## config.mk

```make
export PLATFORM = sky130hd
export DESIGN_NAME = sample_sched
export DESIGN_NICKNAME = d
export VERILOG_FILES = /design/src/rtl/sample_sched_pkg.sv /design/src/rtl/sample_sched_tick.sv /design/src/rtl/sample_sched.sv
export SDC_FILE = /design/constraint.sdc
export NUM_CORES = 1
export LEC_CHECK = 0
export CAP_MARGIN = 25
export CORE_AREA = 2 2 89 155
export DETAILED_ROUTE_END_ITERATION = 6
export DIE_AREA = 0 0 91 157
export HOLD_SLACK_MARGIN = 0.02
export MAX_ROUTING_LAYER = met4
export PLACE_DENSITY = 0.53
export SLEW_MARGIN = 20
export SYNTH_ARGS = -nofsm -noshare
export SYNTH_HDL_FRONTEND = slang
export SYNTH_SLANG_ARGS = --single-unit
```

## constraint.sdc

```tcl
create_clock -name clk_in -period 2.58 [get_ports clk_in]
set_clock_uncertainty 0.15 [all_clocks]
set_input_delay 0.387 -clock clk_in [delete_from_list [all_inputs] [get_ports clk_in]]
set_output_delay 0.387 -clock clk_in [all_outputs]
set_load 0.02 [all_outputs]
```

## src/rtl/sample_sched_pkg.sv

```systemverilog
// Shared constants for the sensor sampling scheduler: grant-source codes,
// FSM state encoding and the fixed-priority source picker.
package sample_sched_pkg;

    localparam logic [1:0] SRC_NONE = 2'd0;
    localparam logic [1:0] SRC_PER  = 2'd1;
    localparam logic [1:0] SRC_BTN  = 2'd2;
    localparam logic [1:0] SRC_HOST = 2'd3;

    localparam int PEND_PER  = 0;
    localparam int PEND_BTN  = 1;
    localparam int PEND_HOST = 2;

    typedef enum logic [1:0] {
        ST_WARMUP = 2'd0,
        ST_IDLE   = 2'd1,
        ST_WAIT   = 2'd2,
        ST_GAP    = 2'd3
    } state_e;

    // Host beats button beats periodic; SRC_NONE when nothing is pending.
    function automatic logic [1:0] pick_src(input logic [2:0] pend);
        logic [1:0] src;
        src = SRC_NONE;
        if (pend[PEND_HOST]) begin
            src = SRC_HOST;
        end else if (pend[PEND_BTN]) begin
            src = SRC_BTN;
        end else if (pend[PEND_PER]) begin
            src = SRC_PER;
        end
        return src;
    endfunction

endpackage

```

## src/rtl/sample_sched_tick.sv

```systemverilog
// Free-running periodic request generator; tick is high for the one cycle
// in which the counter sits at its last value, so the wrap edge sees it.
module sample_tick #(
    parameter int unsigned PERIOD_CYC = 50_000_000
) (
    input  logic clk_in,
    input  logic rst_n,
    output logic tick
);

    localparam logic [31:0] PERIOD_LAST = 32'(PERIOD_CYC - 1);

    logic [31:0] cnt_q;
    logic [31:0] cnt_d;

    assign tick = (cnt_q == PERIOD_LAST);

    always_comb begin
        cnt_d = tick ? 32'd0 : cnt_q + 32'd1;
    end

    always_ff @(posedge clk_in or negedge rst_n) begin
        if (!rst_n) begin
            cnt_q <= 32'd0;
        end else begin
            cnt_q <= cnt_d;
        end
    end

endmodule

```

## src/rtl/sample_sched.sv

```systemverilog
// Arbitrates periodic/button/host read requests onto the single sensor driver
// and enforces warm-up, minimum read spacing and the driver response timeout.
//
// state  | meaning
// WARMUP | sensor settling after reset; requests latched, none granted
// IDLE   | waiting for enable, driver free and a pending request
// WAIT   | driver read in flight; waiting for drv_done or timeout
// GAP    | enforced idle time after every transaction
module sample_sched
    import sample_sched_pkg::*;
#(
    parameter int unsigned CLK_HZ      = 10_000_000,
    parameter int unsigned PERIOD_CYC  = 50_000_000,
    parameter int unsigned GAP_CYC     = 20_000_000,
    parameter int unsigned TIMEOUT_CYC = 500_000
) (
    input  logic       clk_in,
    input  logic       rst_n,
    input  logic       enable,
    input  logic       req_btn,
    input  logic       req_host,
    input  logic       drv_busy,
    input  logic       drv_done,
    input  logic       drv_err,
    output logic       drv_start,
    output logic [1:0] grant_src,
    output logic       data_valid,
    output logic       data_err,
    output logic       timeout,
    output logic       sched_busy
);

    localparam logic [31:0] GAP_LAST     = 32'(GAP_CYC - 1);
    localparam logic [31:0] TIMEOUT_LAST = 32'(TIMEOUT_CYC - 1);

    // CLK_HZ only documents the intended clock; a zero here means a bad build.
    if (CLK_HZ == 0 || GAP_CYC == 0 || TIMEOUT_CYC == 0) begin : g_bad_params
        $error("sample_sched: CLK_HZ, GAP_CYC and TIMEOUT_CYC must be nonzero");
    end

    logic tick;

    sample_tick #(
        .PERIOD_CYC(PERIOD_CYC)
    ) u_tick (
        .clk_in(clk_in),
        .rst_n (rst_n),
        .tick  (tick)
    );

    state_e      state_q, state_d;
    logic [31:0] timer_q, timer_d;
    logic [2:0]  pend_q, pend_d;
    logic [1:0]  grant_src_q, grant_src_d;
    logic        drv_start_q, drv_start_d;
    logic        data_valid_q, data_valid_d;
    logic        data_err_q, data_err_d;
    logic        timeout_q, timeout_d;
    logic        sched_busy_q, sched_busy_d;
    logic [2:0]  grant_clr;
    logic [1:0]  win_src;

    always_comb begin
        state_d      = state_q;
        timer_d      = timer_q;
        grant_src_d  = grant_src_q;
        drv_start_d  = 1'b0;
        data_valid_d = 1'b0;
        data_err_d   = 1'b0;
        timeout_d    = 1'b0;
        grant_clr    = 3'b000;
        win_src      = pick_src(pend_q);

        case (state_q)
            ST_WARMUP: begin
                if (timer_q == GAP_LAST) begin
                    state_d = ST_IDLE;
                    timer_d = 32'd0;
                end else begin
                    timer_d = timer_q + 32'd1;
                end
            end
            ST_IDLE: begin
                if (enable && !drv_busy && (win_src != SRC_NONE)) begin
                    state_d     = ST_WAIT;
                    timer_d     = 32'd0;
                    drv_start_d = 1'b1;
                    grant_src_d = win_src;
                    case (win_src)
                        SRC_HOST: grant_clr[PEND_HOST] = 1'b1;
                        SRC_BTN:  grant_clr[PEND_BTN]  = 1'b1;
                        default:  grant_clr[PEND_PER]  = 1'b1;
                    endcase
                end
            end
            ST_WAIT: begin
                // A completion on the last timer cycle still counts as a result.
                if (drv_done) begin
                    state_d      = ST_GAP;
                    timer_d      = 32'd0;
                    data_valid_d = !drv_err;
                    data_err_d   = drv_err;
                end else if (timer_q == TIMEOUT_LAST) begin
                    state_d   = ST_GAP;
                    timer_d   = 32'd0;
                    timeout_d = 1'b1;
                end else begin
                    timer_d = timer_q + 32'd1;
                end
            end
            ST_GAP: begin
                if (timer_q == GAP_LAST) begin
                    state_d     = ST_IDLE;
                    timer_d     = 32'd0;
                    grant_src_d = SRC_NONE;
                end else begin
                    timer_d = timer_q + 32'd1;
                end
            end
            default: begin
                state_d = ST_WARMUP;
                timer_d = 32'd0;
            end
        endcase

        // New requests are OR-ed after the clear so a same-cycle re-request survives.
        pend_d       = (pend_q & ~grant_clr) | {req_host, req_btn, tick};
        sched_busy_d = (state_d != ST_IDLE);
    end

    always_ff @(posedge clk_in or negedge rst_n) begin
        if (!rst_n) begin
            state_q      <= ST_WARMUP;
            timer_q      <= 32'd0;
            pend_q       <= 3'b000;
            grant_src_q  <= SRC_NONE;
            drv_start_q  <= 1'b0;
            data_valid_q <= 1'b0;
            data_err_q   <= 1'b0;
            timeout_q    <= 1'b0;
            sched_busy_q <= 1'b1;
        end else begin
            state_q      <= state_d;
            timer_q      <= timer_d;
            pend_q       <= pend_d;
            grant_src_q  <= grant_src_d;
            drv_start_q  <= drv_start_d;
            data_valid_q <= data_valid_d;
            data_err_q   <= data_err_d;
            timeout_q    <= timeout_d;
            sched_busy_q <= sched_busy_d;
        end
    end

    assign drv_start  = drv_start_q;
    assign grant_src  = grant_src_q;
    assign data_valid = data_valid_q;
    assign data_err   = data_err_q;
    assign timeout    = timeout_q;
    assign sched_busy = sched_busy_q;

endmodule

```

==> flow_metrics.env, run 1 <==
export IMPL_synth_mux_area_fraction_pct=0
export IMPL_finalCritPeriodShare_pct=88.76
export IMPL_cap_violations=0
export IMPL_synth_edf_count=0
export IMPL_crit_slowest_cell="or4b_4"
export IMPL_synth_top_cell_by_area="dfrtp_1"
export IMPL_drive_gt1_share_pct=12.22
export IMPL_cts_hold_buffers=1
export IMPL_syn2layout_area_growth_pct=17.43
export IMPL_antenna_found_initial=0
export IMPL_period_minus_slack_ns=2.290
export IMPL_die_w_um=91
export IMPL_ys_top_cells_by_area="dfrtp_1 42%, nand2_1 5.6%, nor2_1 3.4%, xor2_1 3.3%, nand3_1 2.7%"
export IMPL_gr_total_overflow=0
export IMPL_synthCells=500
export IMPL_worst_setup_path_end_kind="register"
export IMPL_clockRootBuffer="clkbuf_16"
export IMPL_synth_area_mm2=0.004452
export IMPL_hold_path_endpoint="u_tick.cnt_q[31]"
export IMPL_routed_wl_mm=11.56
export IMPL_drc_errors=0
export IMPL_busiest_layer="met2"
export IMPL_die_y_um=157
export IMPL_rsz0062_at_grt="false"
export IMPL_setup_ws_ns=0.2900
export IMPL_mostFrequentLayoutCell="dfrtp_1"
export IMPL_crit_arrival_ns=2.35
export IMPL_viasPerCell=5.435
export IMPL_vias=3821
export IMPL_nNetsFinal=541
export IMPL_syn_nets=514
export IMPL_reg2reg_to="timer_q[7]"
export IMPL_use_met3_pct=2.441
export IMPL_ctsResizeCount=0
export IMPL_synthArstFlopShare_pct=100.0
export IMPL_synth_seq_cells=76
export IMPL_drtAntennaViolNets=0
export IMPL_holdCritStartpoint="u_tick.cnt_q[31]"
export IMPL_h_tree_depth=3
export IMPL_min_path_cells=1
export IMPL_io_pins=15
export IMPL_core_area_mm2=0.01294
export IMPL_utilization_pct=40.41
export IMPL_cp_required_ns=2.64
export IMPL_gp_congestion=0.8709
export IMPL_use_met2_pct=31.89
export IMPL_place_hpwl_mm=8.461
export IMPL_dieArea_mm2=0.01429
export IMPL_run_status="completed"
export IMPL_rrSetupSlack_ns=0.29
export IMPL_grt_pass1_vias=3778
export IMPL_clkLatencyLatePin_ns=0.33
export IMPL_synth_compound_area_share_pct=14.33
export IMPL_pre_cts_slack_ns=0.2906
export IMPL_synth_simple_area_share_pct=30.61
export IMPL_wire_per_inst_um=16.45
export IMPL_maxSlewHeadroom_pct=65.91
export IMPL_drv_slew=0
export IMPL_synth_warnings=0
export IMPL_max_freq_ghz=0.4367
export IMPL_timing_rr_start="timer_q[21]"
export IMPL_peakVddDrop_uv=524.1
export IMPL_cts_max_path_buffers=2
export IMPL_synth_cell_types=56
export IMPL_r2r_cells=6
export IMPL_drt_iter0_drc=184
export IMPL_fill_cells=1323
export IMPL_avgSynthCellArea_um2=8.904
export IMPL_grt_max_degree=39
export IMPL_synth_xor_area_share_pct=5.902
export IMPL_worstSetupStartpointType="register"
export IMPL_cts_buffers=9
export IMPL_worst_slew_pin_slew_ns=0.5066
export IMPL_min_path_type="register to register"
export IMPL_fin_tns_setup_ns=0
export IMPL_cp_max_fo=35
export IMPL_grt_pass1_wl_mm=18.88
export IMPL_seq_area_frac_synth_pct=42.75
export IMPL_antenna_cells=0
export IMPL_cts_reportedPaths_clkPinSlew_ns=0.06
export IMPL_start_util_pct=34.41
export IMPL_critPathKind="register to register"
export IMPL_yosysTopAreaCellShare_pct=42.16
export IMPL_cts_setup_buffers=0
export IMPL_use_met1_pct=17.63
export IMPL_p_per_area_mw_per_mm2=687.5
export IMPL_synthAdderAreaFrac_pct=1.686
export IMPL_first_pass_iters=4
export IMPL_finalHoldViolCount=0
export IMPL_total_leakage_power_nw=2.183
export IMPL_cp_cell_sequence="or4b_4 -> nor3_4 -> a311oi_4 -> buf_12 -> nor2_2 -> o211ai_1"
export IMPL_synth_flop_cell="dfrtp_1"
export IMPL_setup_viol=0
export IMPL_io_buffers=14
export IMPL_cts_tree="yes"
export IMPL_max_stage_delay_ns=0.57
export IMPL_rows=55
export IMPL_numClockSinks=76
export IMPL_synth_top_family_by_area="simple AND/OR/NAND/NOR gates"
export IMPL_grt_use_total_pct=17.36
export IMPL_layout_common_cells="75 x dfrtp_1, 66 x nand2_1, 40 x nor2_1, 26 x buf_4, 24 x nand3_1"
-- state kept, by name, indices dropped and copies added, names as in the netlist --
name / count
data_err: 1
data_valid: 1
drv_start: 1
grant_src: 2
pend_q: 3
sched_busy: 1
state_q: 2
timeout: 1
timer_q: 32
u_tick.cnt_q: 32
-- worst max-delay path by stage --
stage	cells after the start	endpoint	from	slack, ns
6_report	6	timer_q[7]	timer_q[21]	0.29
5_1_grt	6	timer_q[7]	timer_q[22]	0.19
4_1_cts	6	timer_q[7]	timer_q[22]	0.28
3_5_place_dp	6	timer_q[7]	timer_q[4]	0.29
3_3_place_gp	6	timer_q[27]	timer_q[22]	0.31
2_1_floorplan	6	timer_q[31]	timer_q[6]	0.48
-- per-stage QoR --
stage / hold WS [ns] / power (W) / cell area [µm²] / cells
5_1_grt: 0.3572 / 0.003780 / 5228 / 703
2_1_floorplan: -0.05859 / 0.001973 / 4452 / 500
6_report: 0.3285 / 0.003594 / 5228 / 703
3_3_place_gp: 0.2513 / 0.002334 / 4915 / 686
4_1_cts: 0.3316 / 0.003639 / 5228 / 703
3_5_place_dp: 0.2491 / 0.002350 / 4915 / 686
-- cell usage after synthesis (all sizes together) (5+ instances only) --
cell    number
nor4        18
nor2b        5
and2        10
nor3        21
o31a         6
a31oi        6
and3        12
dfrtp       75
inv         22
nand4       21
ha           6
o22ai       19
nand2       66
clkbuf      11
nand3       26
or3          6
o21ai       19
nor2        41
and4         5
xor2        17
xnor2       13
buf         15
o211ai      11
-- final cells by class --
| type | instances | area, µm² | share of cell area [%] |
|---|---|---|---|
| tap | 171 | 214.0 | 4.093 |
| multi-input combinational | 376 | 2350 | 44.95 |
| inverter | 22 | 82.58 | 1.580 |
| sequential | 76 | 1903 | 36.41 |
| clock buffer | 10 | 239.0 | 4.572 |
| clock inverter | 6 | 63.81 | 1.221 |
| timing repair buffer | 42 | 375.4 | 7.180 |
-- report_power, final --
group / internal (W) / switching (W) / total (W)
Combinational: 0.000360 / 0.000623 / 0.000983
Clock: 0.000773 / 0.000497 / 0.00127
Sequential: 0.00126 / 0.0000765 / 0.00134
-- logic make-up (layout without fill, tap and decap cells) --
logic type | Yosys count | in the layout
adders and majority gates | 6 | 6
and+or+nand+nor | 250 | 250
buffers and inverters | 48 | 80
DFF | 76 | 76
xor gates and xnor gates | 30 | 30
AOI/OAI and AO/OA | 90 | 90
-- routing by layer --
| layer | share of wire (%) | wire length, µm | vias up |
|---|---|---|---|
| li1 | - | - | 1870 |
| met1 | 39 | 4453 | 1868 |
| met2 | 56 | 6485 | 59 |
| met3 | 2.0 | 235 | 24 |
| met4 | 3.4 | 388 | 0 |
| met5 | 0 | 0 | - |
-- worst max-delay path: cells and delay by family (launching register included) --
kind | cells | cell delay, ns
AO/OA/AOI/OAI | 2 | 0.28
AND/OR/NAND/NOR | 3 | 1.05
buffers and inverters | 1 | 0.20
flip-flops | 1 | 0.47
Note: power is estimated with default switching activity, not from simulation.
==> run 2: changes to the inputs <==
--- a/config.mk
+++ b/config.mk
@@ -5,12 +5,10 @@
 export SDC_FILE = /design/constraint.sdc
 export NUM_CORES = 1
 export LEC_CHECK = 0
-export CAP_MARGIN = 25
 export CORE_AREA = 2 2 89 155
 export DETAILED_ROUTE_END_ITERATION = 6
 export DIE_AREA = 0 0 91 157
 export HOLD_SLACK_MARGIN = 0.02
-export MAX_ROUTING_LAYER = met4
 export PLACE_DENSITY = 0.53
 export SLEW_MARGIN = 20
 export SYNTH_ARGS = -nofsm -noshare
==> constraint.sdc (replaced) <==
create_clock -name clk_in -period 2.58 [get_ports clk_in]
set_clock_uncertainty 0.15 [all_clocks]
set_input_delay 0.387 -clock clk_in [delete_from_list [all_inputs] [get_ports clk_in]]
set_output_delay 0.387 -clock clk_in [all_outputs]
set_load 0.05 [all_outputs]
==> flow_metrics.env, run 2 (synthesis results as in run 1) <==
export IMPL_run_status="completed"
export IMPL_crit_arrival_ns=2.34
export IMPL_drive_gt1_share_pct=12.22
export IMPL_cts_buffers=9
export IMPL_start_util_pct=34.41
export IMPL_postLayoutCellArea_mm2=0.005228
export IMPL_worst_slew_pin_slew_ns=0.5071
export IMPL_fin_tns_setup_ns=0
export IMPL_intPower_w=0.002397
export IMPL_finalHoldViolCount=0
export IMPL_mostFrequentLayoutCell="dfrtp_1"
export IMPL_clkLatencyLatePin_ns=0.34
export IMPL_layout_common_cells="75 x dfrtp_1, 66 x nand2_1, 40 x nor2_1, 26 x buf_4, 24 x nand3_1"
export IMPL_wire_per_inst_um=16.43
export IMPL_reg_top3="timer_q x32, u_tick.cnt_q x32, pend_q x3"
export IMPL_grt_pass1_wl_mm=18.86
export IMPL_maxSlewHeadroom_pct=65.88
export IMPL_routed_wl_mm=11.55
export IMPL_ctsResizeCount=0
export IMPL_pwr_share_comb_pct=28.5
export IMPL_rows=55
export IMPL_grt_use_total_pct=16.84
export IMPL_gr_total_overflow=0
export IMPL_drv_slew=0
export IMPL_die_w_um=91
export IMPL_drtAntennaViolNets=0
export IMPL_utilization_pct=40.41
export IMPL_io_pins=15
export IMPL_clockRootBuffer="clkbuf_16"
export IMPL_p_sw_w=0.001255
export IMPL_cts_tree="yes"
export IMPL_total_leakage_power_nw=2.183
export IMPL_final_cells=703
export IMPL_vias=3811
export IMPL_dp_cells=686
export IMPL_period_minus_slack_ns=2.285
export IMPL_startpoint="timer_q[6]"
export IMPL_worstSetupStartpointType="register"
export IMPL_grt_max_degree=39
export IMPL_seqPwrFrac_pct=36.7
export IMPL_peakVddDrop_uv=524.9
export IMPL_cts_hold_buffers=1
export IMPL_viasPerCell=5.421
export IMPL_grt_pass1_vias=3779
export IMPL_syn2layout_area_growth_pct=17.43
export IMPL_min_path_type="register to register"
export IMPL_cts_setup_buffers=0
export IMPL_nNetsFinal=541
export IMPL_rrSetupSlack_ns=0.29
export IMPL_first_pass_iters=4
export IMPL_endpoint="timer_q[7]"
export IMPL_rsz0062_at_grt="false"
export IMPL_max_freq_ghz=0.4376
export IMPL_finalCritPeriodShare_pct=88.58
export IMPL_die_y_um=157
export IMPL_cp_max_fo=35
export IMPL_p_per_area_mw_per_mm2=698.5
export IMPL_cp_required_ns=2.64
export IMPL_dieArea_mm2=0.01429
export IMPL_antenna_found_initial=0
export IMPL_switching_share_pct=34.36
export IMPL_drt_iter0_drc=187
export IMPL_antenna_cells=0
export IMPL_core_area_mm2=0.01294
export IMPL_cap_violations=0
export IMPL_r2r_cells=6
export IMPL_setup_viol=0
export IMPL_gp_congestion=0.8572
export IMPL_numClockSinks=76
export IMPL_io_buffers=14
export IMPL_drc_errors=0
export IMPL_worst_setup_path_end_kind="register"
export IMPL_cts_max_path_buffers=2
export IMPL_critPathKind="register to register"
export IMPL_clkPwrFrac_pct=34.8
export IMPL_timing_rr_start="timer_q[6]"
export IMPL_reg2reg_to="timer_q[7]"
export IMPL_cts_reportedPaths_clkPinSlew_ns=0.06
export IMPL_place_area_mm2=0.004915
export IMPL_h_tree_depth=3
export IMPL_place_hpwl_mm=8.461
run 2: worst max-delay path, stage by stage, from the launching register on:
cell,delay (ns)
dfrtp_1,0.44
or4b_4,0.58
nor3_2,0.25
a311oi_4,0.13
buf_12,0.20
nor2_2,0.25
o211ai_1,0.14
run 2: worst min-delay path by stage:
stage	cells after the start	startpoint	to
2_1_floorplan	0	rst_n	data_err
3_3_place_gp	1	rst_n	u_tick.cnt_q[27]
3_5_place_dp	1	rst_n	u_tick.cnt_q[27]
4_1_cts	1	u_tick.cnt_q[31]	u_tick.cnt_q[31]
5_1_grt	1	u_tick.cnt_q[31]	u_tick.cnt_q[31]
6_report	1	u_tick.cnt_q[31]	u_tick.cnt_q[31]
run 2: cell type report:
class	instances	area [µm²]
inverters	22	82.58
clock buffers	10	239.0
fillers	1323	7710
well taps	171	214.0
repair buffers	42	375.4
flip-flops and latches	76	1903
multi-input cells	376	2350
clock inverters	6	63.81
run 2: layer usage:
layer	up-vias	routed length, µm	GRT usage (%)
met3	27	296	2.729
li1	1870	-	-
met4	0	400	8.802
met2	60	6507	31.89
met1	1854	4344	17.63
met5	-	0	0
run 2: through the flow:
| step | hold slack (ns) | setup slack [ns] | total power (W) |
|---|---|---|---|
| final | 0.3285 | 0.2946 | 0.003651 |
| after global routing | 0.3572 | 0.1939 | 0.003835 |
| after CTS | 0.3316 | 0.2776 | 0.003697 |
| after detailed placement | 0.2491 | 0.2906 | 0.002407 |
| after global placement | 0.2513 | 0.3147 | 0.002391 |
| after floorplan | -0.05859 | 0.4779 | 0.002030 |
run 2: power groups by stage:
stage | sequential, W | combinational, W | clock (W)
after floorplan | 0.00143 | 0.000601 | 0
after global placement | 0.00136 | 0.00103 | 0
after detailed placement | 0.00136 | 0.00104 | 0
after CTS | 0.00134 | 0.00105 | 0.00131
after global routing | 0.00135 | 0.00112 | 0.00136
final | 0.00134 | 0.00104 | 0.00127
==> run 3: changes to the inputs <==
--- a/config.mk
+++ b/config.mk
@@ -5,11 +5,13 @@
 export SDC_FILE = /design/constraint.sdc
 export NUM_CORES = 1
 export LEC_CHECK = 0
+export CELL_PAD_IN_SITES_DETAIL_PLACEMENT = 0
+export CELL_PAD_IN_SITES_GLOBAL_PLACEMENT = 1
 export CORE_AREA = 2 2 89 155
 export DETAILED_ROUTE_END_ITERATION = 6
 export DIE_AREA = 0 0 91 157
 export HOLD_SLACK_MARGIN = 0.02
-export PLACE_DENSITY = 0.53
+export PLACE_DENSITY = 0.64
 export SLEW_MARGIN = 20
 export SYNTH_ARGS = -nofsm -noshare
 export SYNTH_HDL_FRONTEND = slang
==> flow_metrics.env, run 3 (synthesis results as in run 1) <==
export IMPL_syn2layout_area_growth_pct=19.34
export IMPL_grt_use_total_pct=18.47
export IMPL_io_buffers=14
export IMPL_maxSlewHeadroom_pct=58.47
export IMPL_peakVddDrop_uv=454.0
export IMPL_core_area_mm2=0.01294
export IMPL_min_path_cells=1
export IMPL_r2r_cells=7
export IMPL_io_pins=15
export IMPL_h_tree_depth=3
export IMPL_place_hpwl_mm=9.120
export IMPL_final_cells=715
export IMPL_grt_pass1_wl_mm=20.78
export IMPL_layout_common_cells="75 x dfrtp_1, 66 x nand2_1, 40 x nor2_1, 37 x buf_4, 24 x nand3_1"
export IMPL_viasPerCell=5.422
export IMPL_mostFrequentLayoutCell="dfrtp_1"
export IMPL_fin_tns_setup_ns=0
export IMPL_rsz0062_at_grt="false"
export IMPL_wire_per_inst_um=17.31
export IMPL_cp_required_ns=2.64
export IMPL_cp_max_fo=35
export IMPL_top_layer="met4"
export IMPL_worstSetupStartpointType="register"
export IMPL_reg_top3="timer_q x32, u_tick.cnt_q x32, pend_q x3"
export IMPL_wl_met3_um=291
export IMPL_vias=3877
export IMPL_gp_congestion=0.8405
export IMPL_drc_errors=0
export IMPL_run_status="completed"
export IMPL_ctsResizeCount=0
export IMPL_wl_met2_mm=6.879
export IMPL_dp_cells=698
export IMPL_holdWs_ns=0.3206
export IMPL_worst_slew_pin_slew_ns=0.6142
export IMPL_critPathKind="register to register"
export IMPL_start_util_pct=34.41
export IMPL_min_path_type="register to register"
export IMPL_grt_pass1_vias=4059
export IMPL_cts_buffers=9
export IMPL_routed_wl_mm=12.38
export IMPL_dieArea_mm2=0.01429
export IMPL_drt_iter0_drc=166
export IMPL_cap_violations=0
export IMPL_antenna_found_initial=0
export IMPL_rows=55
export IMPL_total_leakage_power_nw=2.232
export IMPL_cts_reportedPaths_clkPinSlew_ns=0.06
export IMPL_nNetsFinal=553
export IMPL_numClockSinks=76
export IMPL_clockRootBuffer="clkbuf_16"
export IMPL_gr_total_overflow=0
export IMPL_drv_slew=0
export IMPL_p_total_w=0.003684
export IMPL_cts_tree="yes"
export IMPL_clkLatencyLatePin_ns=0.33
export IMPL_wl_met1_mm=4.681
export IMPL_drtAntennaViolNets=0
export IMPL_first_pass_iters=5
export IMPL_antenna_cells=0
export IMPL_multi_input_area_mm2=0.002350
export IMPL_max_freq_ghz=0.4348
export IMPL_p_per_area_mw_per_mm2=693.4
export IMPL_setup_viol=0
export IMPL_crit_arrival_ns=2.36
export IMPL_worst_setup_path_end_kind="register"
export IMPL_cts_max_path_buffers=2
export IMPL_fill_cells=1346
export IMPL_drive_gt1_share_pct=14.15
export IMPL_period_minus_slack_ns=2.300
export IMPL_seqCellArea_mm2=0.001903
export IMPL_die_w_um=91
export IMPL_die_y_um=157
export IMPL_finalHoldViolCount=0
export IMPL_finalCritPeriodShare_pct=89.15
export IMPL_grt_max_degree=42
[run 3: changes by cell type in the layout (fill, tap and decap cells not counted)]
cell / delta
inv_8: +1
buf_4: +11
clkinv_2: -2
bufinv_16: -1
buf_12: +1
clkinvlp_4: +1
inv_6: +2
clkbuf_8: -1
[run 3: report_power, final]
group | total [W] | switching (W) | internal, W
logic | 0.00114 | 0.000715 | 0.000426
clock network | 0.00121 | 0.000541 | 0.000666
registers | 0.00134 | 0.0000725 | 0.00126
[run 3: stage by stage]
stage | setup slack [ns] | util (%) | instance area (µm²)
6_report | 0.2801 | 41.06 | 5313
5_1_grt | 0.1617 | 41.06 | 5313
4_1_cts | 0.2537 | 41.06 | 5313
3_5_place_dp | 0.2785 | 38.78 | 5017
3_3_place_gp | 0.2710 | 38.78 | 5017
2_1_floorplan | 0.4779 | - | 4452
[run 3: path summary, 6_finish.rpt]
check,start,slack (ns),end
worst max-delay path,timer_q[4],0.28,timer_q[7]
worst min-delay path,u_tick.cnt_q[31],0.32,u_tick.cnt_q[31]
worst max register to register,timer_q[4],0.28,timer_q[7]
worst min register to register,u_tick.cnt_q[31],0.32,u_tick.cnt_q[31]
max in group asynchronous,rst_n,1.17,sched_busy
min in group asynchronous,rst_n,0.43,timer_q[22]
[run 3: repair_timing]
item | in CTS | in global routing
hold endpoints to repair | 35 | 0
setup buffers | 0 | 0
hold buffers | 1 | 0
[run 3: per-layer routing]
layer | vias to the layer above | GRT usage, %
li1 | 1892 | -
met1 | 1886 | 19.22
met2 | 70 | 35.03
met3 | 29 | 2.633
met4 | 0 | 10.39
met5 | - | 0
[run 3: layout make-up]
| cell class | count | share of cell area [%] |
|---|---|---|
| clock inverters | 7 | 1.130 |
| well taps | 171 | 4.027 |
| repair buffers | 54 | 8.997 |
| inverters | 22 | 1.554 |
| multi-input cells | 376 | 44.23 |
| flip-flops and latches | 76 | 35.82 |
| clock buffers | 9 | 4.239 |
[run 3: worst max-delay path, cell delays in order, from the launching register on]
cell,delay (ns)
dfrtp_1,0.52
or4b_4,0.52
nor3_4,0.25
a311oi_4,0.16
buf_12,0.20
nor2_2,0.14
buf_4,0.14
o211ai_1,0.09
